### src/rtl/bbc_pkg.sv
// rtl/bbc_pkg.sv - shared mode/state encodings and datapath widths for buck_boost_ctrl
package bbc_pkg;

  // Mode encodings are also decoded by the PWM generator's bridge drive logic.
  localparam logic [1:0] MODE_OFF        = 2'b00;
  localparam logic [1:0] MODE_BUCK       = 2'b01;
  localparam logic [1:0] MODE_BOOST      = 2'b10;
  localparam logic [1:0] MODE_BUCK_BOOST = 2'b11;

  localparam logic [1:0] ST_IDLE  = 2'b00;
  localparam logic [1:0] ST_SOFT  = 2'b01;
  localparam logic [1:0] ST_RUN   = 2'b10;
  localparam logic [1:0] ST_FAULT = 2'b11;

  localparam int ACC_W = 22;
  localparam logic signed [ACC_W-1:0] ACC_LIM = 22'sd1048576;

endpackage

### src/rtl/bbc_mode_sel.sv
// rtl/bbc_mode_sel.sv - hysteretic buck / boost / buck-boost topology decision
module bbc_mode_sel
  import bbc_pkg::*;
#(
  parameter int ADC_W = 12,
  parameter int HYST  = 32
) (
  input  logic [ADC_W-1:0] vin,
  input  logic [ADC_W-1:0] vref,
  input  logic [1:0]       cur_mode,
  output logic [1:0]       mode
);

  localparam int W = ADC_W + 3;

  logic signed [W-1:0] vin_s;
  logic signed [W-1:0] vref_s;
  logic signed [W-1:0] vref2_s;
  logic signed [W-1:0] hyst_s;
  logic                buck;
  logic                boost;

  assign vin_s   = signed'({3'b000, vin});
  assign vref_s  = signed'({3'b000, vref});
  assign vref2_s = vref_s <<< 1;
  assign hyst_s  = W'(HYST);

  // The inner threshold only applies while already in that mode, so OFF gets no hysteresis.
  assign buck  = (vin_s > vref2_s + hyst_s) ||
                 ((cur_mode == MODE_BUCK) && (vin_s > vref2_s - hyst_s));
  assign boost = (vin_s < vref_s - hyst_s) ||
                 ((cur_mode == MODE_BOOST) && (vin_s < vref_s + hyst_s));

  assign mode = buck ? MODE_BUCK : (boost ? MODE_BOOST : MODE_BUCK_BOOST);

endmodule

### src/rtl/buck_boost_ctrl.sv
// rtl/buck_boost_ctrl.sv - PWM-period-synchronous PI duty controller with soft-start and fault latch
module buck_boost_ctrl
  import bbc_pkg::*;
#(
  parameter int ADC_W     = 12,
  parameter int KP_SHIFT  = 3,
  parameter int KI_SHIFT  = 6,
  parameter int HYST      = 32,
  parameter int OV_MARGIN = 200,
  parameter int UVLO      = 100,
  parameter int DUTY_MIN  = 8,
  parameter int DUTY_MAX  = 240,
  parameter int SS_STEP   = 1
) (
  input  logic             sys_clk,
  input  logic             rst_n,
  input  logic             en,
  input  logic [ADC_W-1:0] adc_vin,
  input  logic [ADC_W-1:0] adc_vout,
  input  logic             adc_valid,
  input  logic [ADC_W-1:0] vref,
  input  logic             pwm_clk,
  output logic [7:0]       Duty,
  output logic [1:0]       Mode,
  output logic             fault,
  output logic [1:0]       state
);

  localparam logic [7:0]             D_MIN = 8'(DUTY_MIN);
  localparam logic [7:0]             D_MAX = 8'(DUTY_MAX);
  localparam logic signed [ACC_W-1:0] LO_LIM = ACC_W'(DUTY_MIN);
  localparam logic signed [ACC_W-1:0] MID    = ACC_W'(128);
  localparam logic [ADC_W+1:0]       OV_M   = (ADC_W+2)'(OV_MARGIN);
  localparam logic [ADC_W-1:0]       UV_M   = ADC_W'(UVLO);

  logic                    pwm_q;
  logic                    upd;
  logic [ADC_W-1:0]        vin_q;
  logic [ADC_W-1:0]        vout_q;
  logic                    have_sample;
  logic signed [ACC_W-1:0] acc;
  logic [7:0]              ss_lim;
  logic [1:0]              mode_sel;

  // Counter wrap: period MSB falls from 1 to 0.
  assign upd = pwm_q & ~pwm_clk;

  bbc_mode_sel #(.ADC_W(ADC_W), .HYST(HYST)) u_mode_sel (
    .vin      (vin_q),
    .vref     (vref),
    .cur_mode (Mode),
    .mode     (mode_sel)
  );

  logic [ADC_W+1:0] ov_lim;
  logic             trip;
  assign ov_lim = {2'b00, vref} + OV_M;
  assign trip   = ({2'b00, vout_q} > ov_lim) || (vin_q < UV_M);

  logic [8:0] ss_sum;
  logic [7:0] ss_nxt;
  logic [7:0] ss_cur;
  logic [7:0] ceil;
  assign ss_sum = {1'b0, ss_lim} + 9'(SS_STEP);
  assign ss_nxt = ss_sum[8] ? 8'hFF : ss_sum[7:0];
  assign ss_cur = (state == ST_SOFT) ? ss_nxt : ss_lim;
  assign ceil   = (ss_cur < D_MAX) ? ss_cur : D_MAX;

  logic signed [ADC_W:0]   e13;
  logic signed [ACC_W-1:0] e;
  logic signed [ACC_W-1:0] u;
  logic signed [ACC_W-1:0] hi_lim;
  logic signed [ACC_W-1:0] acc_sum;
  logic signed [ACC_W-1:0] acc_nxt;
  logic                    sat_hi;
  logic                    sat_lo;
  logic                    hold_acc;
  logic [7:0]              duty_pi;

  assign e13     = signed'({1'b0, vref}) - signed'({1'b0, vout_q});
  assign e       = {{(ACC_W-ADC_W-1){e13[ADC_W]}}, e13};
  assign u       = (e >>> KP_SHIFT) + (acc >>> KI_SHIFT) + MID;
  assign hi_lim  = {{(ACC_W-8){1'b0}}, ceil};
  assign sat_hi  = u > hi_lim;
  assign sat_lo  = u < LO_LIM;
  assign duty_pi = sat_hi ? ceil : (sat_lo ? D_MIN : u[7:0]);

  // Integrate only when the error would pull the output back inside the clamp.
  assign hold_acc = (sat_hi && !e[ACC_W-1]) || (sat_lo && e[ACC_W-1]);
  assign acc_sum  = acc + e;
  assign acc_nxt  = (acc_sum > ACC_LIM) ? ACC_LIM :
                    ((acc_sum < -ACC_LIM) ? -ACC_LIM : acc_sum);

  always_ff @(posedge sys_clk or negedge rst_n) begin
    if (!rst_n) begin
      pwm_q       <= 1'b0;
      vin_q       <= '0;
      vout_q      <= '0;
      have_sample <= 1'b0;
      acc         <= '0;
      ss_lim      <= D_MIN;
      Duty        <= 8'd0;
      Mode        <= MODE_OFF;
      fault       <= 1'b0;
      state       <= ST_IDLE;
    end else begin
      pwm_q <= pwm_clk;
      if (adc_valid) begin
        vin_q  <= adc_vin;
        vout_q <= adc_vout;
      end
      if (!en)            have_sample <= 1'b0;
      else if (adc_valid) have_sample <= 1'b1;

      if (!en) begin
        state  <= ST_IDLE;
        Duty   <= 8'd0;
        Mode   <= MODE_OFF;
        fault  <= 1'b0;
        acc    <= '0;
        ss_lim <= D_MIN;
      end else if (upd) begin
        case (state)
          ST_IDLE: begin
            if (have_sample) begin
              state  <= ST_SOFT;
              Mode   <= mode_sel;
              Duty   <= D_MIN;
              acc    <= '0;
              ss_lim <= D_MIN;
            end
          end
          ST_SOFT, ST_RUN: begin
            if (trip) begin
              state <= ST_FAULT;
              fault <= 1'b1;
              Mode  <= MODE_OFF;
              Duty  <= 8'd0;
              acc   <= '0;
            end else begin
              if (state == ST_SOFT) begin
                ss_lim <= ss_nxt;
                if (ss_nxt >= D_MAX) state <= ST_RUN;
              end
              if (mode_sel != Mode) begin
                Mode <= mode_sel;
                Duty <= D_MIN;
                acc  <= '0;
              end else begin
                Duty <= duty_pi;
                if (!hold_acc) acc <= acc_nxt;
              end
            end
          end
          default: ;
        endcase
      end
    end
  end

endmodule

### config.mk
export PLATFORM = sky130hd
export DESIGN_NAME = buck_boost_ctrl
export DESIGN_NICKNAME = d
export VERILOG_FILES = /design/src/rtl/bbc_pkg.sv /design/src/rtl/bbc_mode_sel.sv /design/src/rtl/buck_boost_ctrl.sv
export SDC_FILE = /design/constraint.sdc
export NUM_CORES = 1
export LEC_CHECK = 0
export CORE_MARGIN = 2
export CORE_UTILIZATION = 55
export DETAILED_ROUTE_END_ITERATION = 8
export PLACE_DENSITY = 0.82
export SLEW_MARGIN = 20
export SYNTH_ARGS = -nofsm -noshare
export SYNTH_HDL_FRONTEND = slang
export SYNTH_HIERARCHICAL = 1
export SYNTH_SLANG_ARGS = --single-unit
### constraint.sdc
create_clock -name sys_clk -period 5.9 [get_ports sys_clk]
set_clock_uncertainty 0.05 [all_clocks]
set_input_delay 0.885 -clock sys_clk [delete_from_list [all_inputs] [get_ports sys_clk]]
set_output_delay 0.885 -clock sys_clk [all_outputs]
set_load 0.01 [all_outputs]
* Word-level counts from Yosys, hierarchy flattened
Index checks and enable logic that the tools add are counted.
Operators by class: equal/unequal tests 16, bitwise gates (word level) 2, order comparisons 12, add/subtract/negate cells 10, reductions and logical operators 17, muxes and demuxes 45
Operator list (number):
- 22-bit two-way mux | 8
- 8-bit two-way mux | 13
- 22-bit case mux with 2 select lines | 1
- 8-bit case mux with 2 select lines | 2
- 13-bit by 15-bit greater-than comparator with 1-bit output | 2
- 13-bit by 15-bit less-than comparator with 1-bit output | 2
- 2-bit two-way mux | 12
- 22-bit by 13-bit adder with 22-bit output | 1
- 22-bit greater-than comparator, second input constant | 1
- 22-bit by 21-bit less-than comparator with 1-bit output, second input constant | 1
- 17-bit by 9-bit adder with 18-bit output, second input constant | 1
- 18-bit by 9-bit greater-than comparator with 1-bit output | 1
- 18-bit by 5-bit less-than comparator with 1-bit output, second input constant | 1
- 10-bit by 16-bit adder with 17-bit output | 1
- 13-bit by 6-bit adder with 14-bit output, second input constant | 1
- 13-bit by 6-bit subtractor with 14-bit output, second input constant | 1
- 12-bit by 6-bit adder with 13-bit output, second input constant | 1
- 12-bit by 8-bit adder with 13-bit output, second input constant | 1
- 12-bit by 13-bit greater-than comparator with 1-bit output | 1
- 12-bit by 12-bit subtractor with 13-bit output | 1
- 12-bit by 6-bit subtractor with 13-bit output, second input constant | 1
- 12-bit by 7-bit less-than comparator with 1-bit output, second input constant | 1
- 4-bit inequality test, second input constant | 3
- 4-bit AND reduction | 3
- 21 further kinds | 41
Storage, ports and cells: input port bits 41, bits in registers 69

* Depth between registers and ports, before layout
Gate-level depths: netlist of run 1.
word-level depth 14, depth in mapped cells 27, gate-level depth less buffers 26

* Modules after synthesis
The synthesis of run 1 kept the hierarchy.
Modules (own cells, without submodules):
- buck_boost_ctrl | sequential area each 1727.9 um^2, times used 1, cells each 740, area an instance 6521.3 um^2
- bbc_mode_sel | sequential area each 0.0 um^2, times used 1, cells each 169, area an instance 1291.2 um^2

* Worst setup path after synthesis of run 1
No wires, ideal clock.
path kind input-to-reg, from input port vref[2], to register Duty[7], slack -0.433 ns, arrival time 6.161 ns, cell stages on the path 17, path through inv_1 ha_1 nor2b_1 o31a_1 nor4_1 o31ai_1 o41ai_2 ha_1 fa_1 nand4_1 o41a_1 a211o_1 a2111oi_4 o211ai_4 buf_4 or2_2 a32o_1
On the way: cells in the longest elaborated chain, start to end 12
RTL lines:
- start, declared | RTL line buck_boost_ctrl.sv:21 | input logic [ADC_W-1:0] vref,
- parallel branches: the longest is 8 deep, another holds 17-bit by 9-bit adder with 18-bit output
- 8-bit two-way mux * | RTL line buck_boost_ctrl.sv:134 | if (trip) begin
- 8-bit case mux with 2 select lines * | RTL line buck_boost_ctrl.sv:123 | case (state)
- 8-bit two-way mux * | RTL line buck_boost_ctrl.sv:122 | end else if (upd) begin
- 8-bit two-way mux * | RTL line buck_boost_ctrl.sv:115 | if (!en) begin
- end signal, assigned | RTL line buck_boost_ctrl.sv:150 | Duty <= duty_pi;
- end, declared | RTL line buck_boost_ctrl.sv:23 | output logic [7:0] Duty,
Mark *: on every way between the ends. The select of a mux whose other input is x is not followed. A chain may end at the register's enable or synchronous reset.

* Worst setup path in the final report of run 1
from input port vref[5], to register acc[1]
On the way: cells in the longest elaborated chain, start to end 12
RTL lines:
- parallel branches: the longest is 12 deep, another holds 17-bit by 9-bit adder with 18-bit output
- end signal, assigned | RTL line buck_boost_ctrl.sv:151 | if (!hold_acc) acc <= acc_nxt;
- end, declared | RTL line buck_boost_ctrl.sv:41 | logic signed [ACC_W-1:0] acc;
Several ways; the timed one is not identified. The select of a mux whose other input is x is not followed.

==> results of run 1 <==
-- registers in the layout, indices dropped and copies added (netlist names), 2 cells and up --
name and count:
state 2, vout_q 12, Duty 8, ss_lim 8, Mode 2, vin_q 12, acc 22
-- Yosys cell counts (5+ instances only) --
library cell	instances
ha_1	123
nand4_1	15
xnor2_1	32
fa_1	8
nor2b_1	11
xor2_1	35
nor2_1	56
nor3_1	20
dfrtp_1	68
a211oi_1	6
nand3_1	39
mux2i_1	6
and2_1	5
nand2b_1	8
nor4_1	7
o31ai_1	10
o2bb2ai_1	18
a21oi_1	54
o211ai_1	7
and3_1	10
buf_2	8
inv_1	61
a21o_1	13
mux2_2	16
clkbuf_1	15
o21ai_0	52
nand2_1	85
or3_1	7
o21a_1	18
-- worst min path at each step --
stage | startpoint | to | cells past startpoint
floorplan | have_sample | have_sample | 1
global placement | have_sample | have_sample | 1
detailed placement | have_sample | have_sample | 1
CTS | have_sample | have_sample | 1
global route | have_sample | have_sample | 1
finish | have_sample | have_sample | 1
-- repair_timing --
item	CTS	global route
pin swaps	37	38
cloned	3	0
buffers inserted	16	13
gates resized for setup	65	43
setup endpoints to repair	30	30
-- cells in the final DEF (no fill, tap or decap), drive strengths merged, types with 5 or more instances in the layout --
| cell type | n |
|---|---|
| o21a | 18 |
| nand4 | 16 |
| nor2b | 11 |
| mux2i | 6 |
| o2bb2ai | 18 |
| a211oi | 7 |
| dfrtp | 68 |
| nand2b | 8 |
| a21o | 13 |
| buf | 159 |
| xnor2 | 32 |
| ha | 123 |
| nand2 | 85 |
| fa | 8 |
| and3 | 10 |
| nor4 | 9 |
| clkdlybuf4s50 | 47 |
| o211ai | 13 |
| mux2 | 16 |
| clkbuf | 13 |
| nand3 | 39 |
| nor2 | 57 |
| a21oi | 54 |
| o21ai | 54 |
| a22o | 5 |
| o22ai | 5 |
| inv | 61 |
| o31ai | 10 |
| nor3 | 20 |
| and2 | 5 |
| xor2 | 35 |
| or3 | 7 |
-- per-stage QoR --
| step | total power [mW] | TNS (ns) | std cells |
|---|---|---|---|
| 6_report | 2.34 | -3.00 | 1289 |
| 5_1_grt | 2.44 | -6.89 | 1289 |
| 4_1_cts | 2.16 | 0 | 1276 |
| 3_5_place_dp | 1.54 | -16.53 | 1242 |
| 3_3_place_gp | 1.50 | -12.28 | 1242 |
| 2_1_floorplan | 1.12 | 0 | 909 |
-- power by group through the flow --
| stage | clock network [mW] | logic, mW | registers [mW] |
|---|---|---|---|
| 2_1_floorplan | 0 | 0.605 | 0.520 |
| 4_1_cts | 0.510 | 1.13 | 0.519 |
| 5_1_grt | 0.538 | 1.38 | 0.523 |
| 6_report | 0.520 | 1.29 | 0.522 |
| 3_5_place_dp | 0 | 1.01 | 0.526 |
| 3_3_place_gp | 0 | 0.978 | 0.526 |
-- area by class of cell --
type / count / area, sq um / share of cell area, %
Multi-Input combinational cell: 752 / 6320 / 60.1
Timing Repair Buffer: 211 / 1740 / 16.5
Sequential cell: 69 / 1730 / 16.4
Clock buffer: 13 / 250 / 2.38
Inverter: 61 / 229 / 2.18
Tap cell: 180 / 225 / 2.14
Clock inverter: 3 / 21.3 / 0.202
-- metal layers --
layer | track usage [%] | vias to the layer above
li1 | - | 3725
met5 | 0 | -
met2 | 55.4 | 556
met3 | 5.26 | 177
met4 | 15.5 | 0
met1 | 41.3 | 4056
-- worst max-delay path: stages --
cell and delay, ns:
clkdlybuf4s50_1 0.50, ha_1 0.37, or2_2 0.32, a21oi_2 0.18
o31ai_1 0.10, buf_4 0.17, o41ai_4 0.32, buf_6 0.23
ha_4 0.16, fa_1 0.44, buf_4 0.15, buf_4 0.15
a21o_1 0.18, a21oi_1 0.26, and3_1 0.23, nor4_2 0.05
o211ai_1 0.34, a2111oi_4 0.10, a22o_2 0.24, buf_4 0.15
a211oi_4 0.21, buf_6 0.19, o211ai_4 0.15, o2bb2ai_2 0.17
-- kinds of logic (layout without fill, tap and decap cells) --
group | count (synthesis) | in the layout
simple gates | 287 | 287
compound gates | 242 | 245
fa+ha+maj | 131 | 131
buf+inv | 91 | 288
flops | 69 | 69
xor+xnor | 67 | 67
mux | 22 | 22
==> run metrics, run 1 <==
post-DR vias/cell between 6 and 7; highest metal used met4; CTS tree done; top area cells in the synthesized netlist dfrtp_1 22%, ha_1 20%, nand2_1 4.1%; Syn. warnings 6; Slew headroom 36.1%; Sw Pwr about 950 uW; Final min period 6.06 ns; endpoint type of the worst setup path flip-flop; largest family of logic cells by synthesized area compound AO/OA/AOI/OAI gates; Worst Max-Slew Pin Slew between 0.9 and 1 ns; Core Box Area between 10,000 and 15,000 sq um; routability congestion estimate between 0.9 and 1; clk root buf clkbuf_16; post-synthesis compound-gate area fraction between 20% and 30%; WL met3 2170 microns; Post-Synth XOR/XNOR Area 7.51%; largest net degree at the start of global routing 70; clk sink count between 60 and 70; Leak 4.82 nW; synthesized area 7810 sq um; Hold Buf Count CTS 0; CP required a little over 6 ns; Max-Cap Viols 0; Worst R2R Start vout_q[2]; FP Rows between 40 and 50; # fillers between 800 and 900; EDFF count, synth 0; initial core utilization between 50% and 60%; M1 WL about 11,000 microns; PD cells 222 nW/um^2; die area about 15,000 sq um; Crit path arrival time approximately 6.3 ns; post-synthesis mux area share 3.07%; Post-Place Worst Slack -0.619 ns; post-route setup slack -0.159 ns; DRT iter0 DRCs 1,096; number of remaining DRC errors 0; Antenna Nets Post-Route 0; final wirelength 27,300 microns; failing checks negative setup slack; total congestion overflow 0; switching portion of total power about two fifths; Final Hold Viols 0; Wirelength per Cell between 20 and 25 microns; worst min path class flip-flop to flip-flop; layout cells sized above 1 about a quarter; IO buf count 53; DIE HEIGHT ~120 microns; die width 123 microns; I/O pins 54; #FFs+latches synth 69; CTS Buf Count 9; reg-to-reg slack, setup approximately 0.35 ns; FFs w/ async S/R, synth 100%; first-pass GRT wire length 39,900 microns; synth-to-layout area growth 34.5%; CP endpoint acc[1]; initial antenna violation count 0; WS Path Type primary input to flip-flop; Pint ~1.4 mW; syn_area_per_cell about 8.6 sq um; Cells after Synth approximately 910; Synth Net Count 1,081; Slew Viols, Final 0; met2 wire len ~13,000 microns; Yosys top cell by area dfrtp_1; r2r worst-path depth 24; endpoints failing setup 30; htree depth 3; Detail Placement HPWL approximately 17,000 microns; Clock Power Share about 22%; CTS max path bufs 2; achievable clock frequency 165 MHz; dominant synthesized flop cell dfrtp_1; outcome finished, violations left; all-layer global routing usage between 30 and 40%; crit share post-route 103%; fin nets 1,276; post-synthesis adder-cell area fraction 21.7%; Antenna diodes 0; vias in the first global route 8,207; Gate power share between 50% and 60%; share of the synthesized area in the top cell type between 20% and 30%; Setup crit start vref[5]; post-synthesis simple-gate area fraction between 10% and 20%; hold_ws roughly 0.44 ns; maximum vdd ir drop 0.156 mV; Util after Layout between 70% and 80%; vias 8,514; worst skew pair latency about 0.34 ns; sequential share of the synthesized area between 20 and 25%; Seq pwr share ~22%; Distinct cells, synth 84; Pre-antenna DRT Iters 5; Worst-path clk slew roughly 0.060 ns; DP Area 9410 sq um; Startpoint Class primary input; Final Instance Area around 11,000 sq um; CP Max Fanout 8; worst r2r dst acc[1]
Power figures use the tool's default switching activity.
==> run 2: changes to the inputs <==
==> constraint.sdc (replaced) <==
create_clock -name sys_clk -period 5.4 [get_ports sys_clk]
set_clock_uncertainty 0.05 [all_clocks]
set_input_delay 0.81 -clock sys_clk [delete_from_list [all_inputs] [get_ports sys_clk]]
set_output_delay 0.81 -clock sys_clk [all_outputs]
set_load 0.01 [all_outputs]
==> run 2 against run 1 <==
Net effect:
- the flow still finishes with violations (negative setup slack)
- hold slack better by 0.0055 ns
- first-iteration DRC count grew 1.4%
- highest routed layer unchanged
- register-to-register slack worse by 0.67 ns
- critical endpoint is now acc[9]
- final area rose by 3.2%
- critical path depth grew 3
- global-route usage up 0.66 points
- largest power group unchanged
- via count up 3.5%
- combinational power increased by 15%
- count of clock-buffer cells in the layout fell by 1
- non-clock buffer count up 40
==> run metrics, run 2 (synthesized netlist as in run 1, its figures left out) <==
largest net degree at the start of global routing 70 (unchanged); most common cell after layout, fill and taps aside buf_4; clk root buf clkbuf_16; Slew headroom 36.7% (+0.60 points); Largest Register acc; DP Area 9860 sq um (+4.8%); crit-path max cell delay 0.48 ns (-0.02 ns); crit share post-route 109%; initial core utilization 56.3% (unchanged); CP Max Fanout 5 (-3); largest registers acc: 22 flops, vin_q: 12 flops, vout_q: 12 flops; Max-Cap Viols 0 (unchanged); Core Box Area 13,900 sq um (unchanged); Largest register FFs 22 (unchanged); PD cells 250 nW/um^2 (+13%); clk sink count 69 (unchanged); Antenna Nets Post-Route 0 (unchanged); first-pass GRT wire length 40,300 microns (+0.97%); Final Hold Viols 0 (unchanged); CTS max path bufs 2 (unchanged); Slew Viols, Final 0 (unchanged); CTS tree done; post-route setup slack -0.475 ns (-0.316 ns); number of remaining DRC errors 0 (unchanged); initial antenna violation count 0 (unchanged); all-layer global routing usage 33.6% (+0.66 points); outcome finished, violations left; IO buf count 53 (unchanged); FP Rows 43 (unchanged); Buf/Inv on CP 4 (-3); worst skew pair latency 0.35 ns (about the same); Pre-antenna DRT Iters 7 (+2); Startpoint Class primary input; I/O pins 54 (unchanged); total congestion overflow 0 (unchanged); WS Path Type primary input to flip-flop; Detail Placement HPWL 17,000 microns (+1.3%); die width 123 microns (unchanged); htree depth 3 (unchanged); Pwr Total 2.71 mW (+16%); endpoint type of the worst setup path flip-flop; Crit-path slowest cell a2111oi_4; Util after Layout 78.2% (+2.5 points); Final min period 5.87 ns; DIE HEIGHT 123 microns (unchanged); worst min path class flip-flop to flip-flop; routability congestion estimate 0.943 (-2.3%); CP required 5.61 ns (-0.50 ns); maximum vdd ir drop 0.210 mV (+35%); cell family with the largest share of critical-path delay compound AO/OA/AOI/OAI gates; RSZ-0062 raised after global routing true; failing checks negative setup slack; DRT iter0 DRCs 1,111 (+1.4%); synth-to-layout area growth 38.9%; Worst Max-Slew Pin Slew 0.949 ns (-0.00897 ns); layout cells sized above 1 28.5% (+2.3 points); Leak 5.05 nW (+4.8%); Wirelength per Cell 22.4 microns (+6.0%); vias 8,808 (+3.5%); Crit path arrival time 6.08 ns (-0.19 ns); Final Instance Area 10,800 sq um (+3.2%); die area 15,200 sq um (unchanged); final wirelength 29,800 microns (+9.2%); Antenna diodes 0 (unchanged); post-DR vias/cell 6.63 (+0.34%); most frequent cells in the layout 192 x buf_4, 106 x ha_1, 84 x nand2_1; fin nets 1,316 (+3.1%); endpoints failing setup 30 (unchanged); vias in the first global route 8,257 (+0.61%); Worst-path clk slew 0.06 ns (about the same); achievable clock frequency roughly 170 MHz; CTS Buf Count 9 (unchanged)
## run 2: cell types whose count changed in the layout (fill, tap and decap cells not counted), moves of 3 or more
cell	delta
o21ai_1	+3
o2bb2ai_1	-6
o2bb2ai_2	+6
buf_4	+39
nor4_2	-3
## run 2: repair_timing
action	CTS	global route
hold buffers	0	0
cloned	2	1
buffers inserted	10	15
resized for setup	48	53
pin swaps	23	39
endpoints found under the setup margin	30	30
## run 2: final cells by class
cell class | count | area (sq um)
Fill cell | 819 | 3030
Clock inverter | 4 | 72.6
Tap cell | 180 | 225
Sequential cell | 69 | 1730
Timing Repair Buffer | 251 | 2050
Inverter | 61 | 241
Multi-Input combinational cell | 752 | 6290
Clock buffer | 12 | 236
## run 2: per-stage QoR
stage | instances | hold slack, ns | setup WS [ns] | setup TNS (ns)
after detailed placement | 1286 | 0.437 | -1.12 | -30.69
after CTS | 1314 | 0.449 | -0.205 | -4.17
final | 1329 | 0.444 | -0.475 | -10.93
after global placement | 1286 | 0.416 | -0.900 | -25.51
after floorplan | 909 | 0.396 | -0.250 | -4.80
after global routing | 1329 | 0.466 | -0.725 | -18.92
## run 2: report_power, final
group	internal [mW]	switching [mW]
clock network	0.405	0.253
logic	0.696	0.788
registers	0.539	0.0321
total	1.64	1.07
## run 2: path summary, 6_finish.rpt
| check | to | start | cells past startpoint | slack [ns] |
|---|---|---|---|---|
| min in group asynchronous | vin_q[8] | rst_n | 2 | 0.63 |
| setup reg to reg | acc[9] | vout_q[0] | 24 | -0.32 |
| setup / recovery | acc[9] | vref[1] | 27 | -0.47 |
| hold reg to reg | have_sample | have_sample | 1 | 0.44 |
| hold / removal | have_sample | have_sample | 1 | 0.44 |
| max in group asynchronous | acc[18] | rst_n | 2 | 4.05 |
## run 2: per-layer routing
metal	vias to the layer above	part of all wire, %	GRT usage, %
met1	4144	37	40.3
met2	621	46	58.4
li1	3820	-	-
met4	0	8.2	13.8
met3	223	8.3	6.83
met5	-	0	1.04
## run 2: worst register-to-register path, cell delays in order, from the launching register on
cell and delay [ns]:
dfrtp_1 0.42, ha_4 0.19, fa_2 0.41, nor2b_2 0.17, o31a_1 0.23, nor4_4 0.09
o31ai_4 0.31, buf_4 0.16, buf_4 0.09, nor2_2 0.03, xnor2_1 0.21, inv_1 0.09
ha_1 0.29, inv_1 0.12, ha_4 0.32, o21a_1 0.13, o22ai_2 0.09, o41a_1 0.45
a211o_1 0.28, a2111oi_4 0.46, o211ai_4 0.20, a211oi_4 0.25, buf_6 0.21, o211ai_4 0.15
o2bb2ai_2 0.24
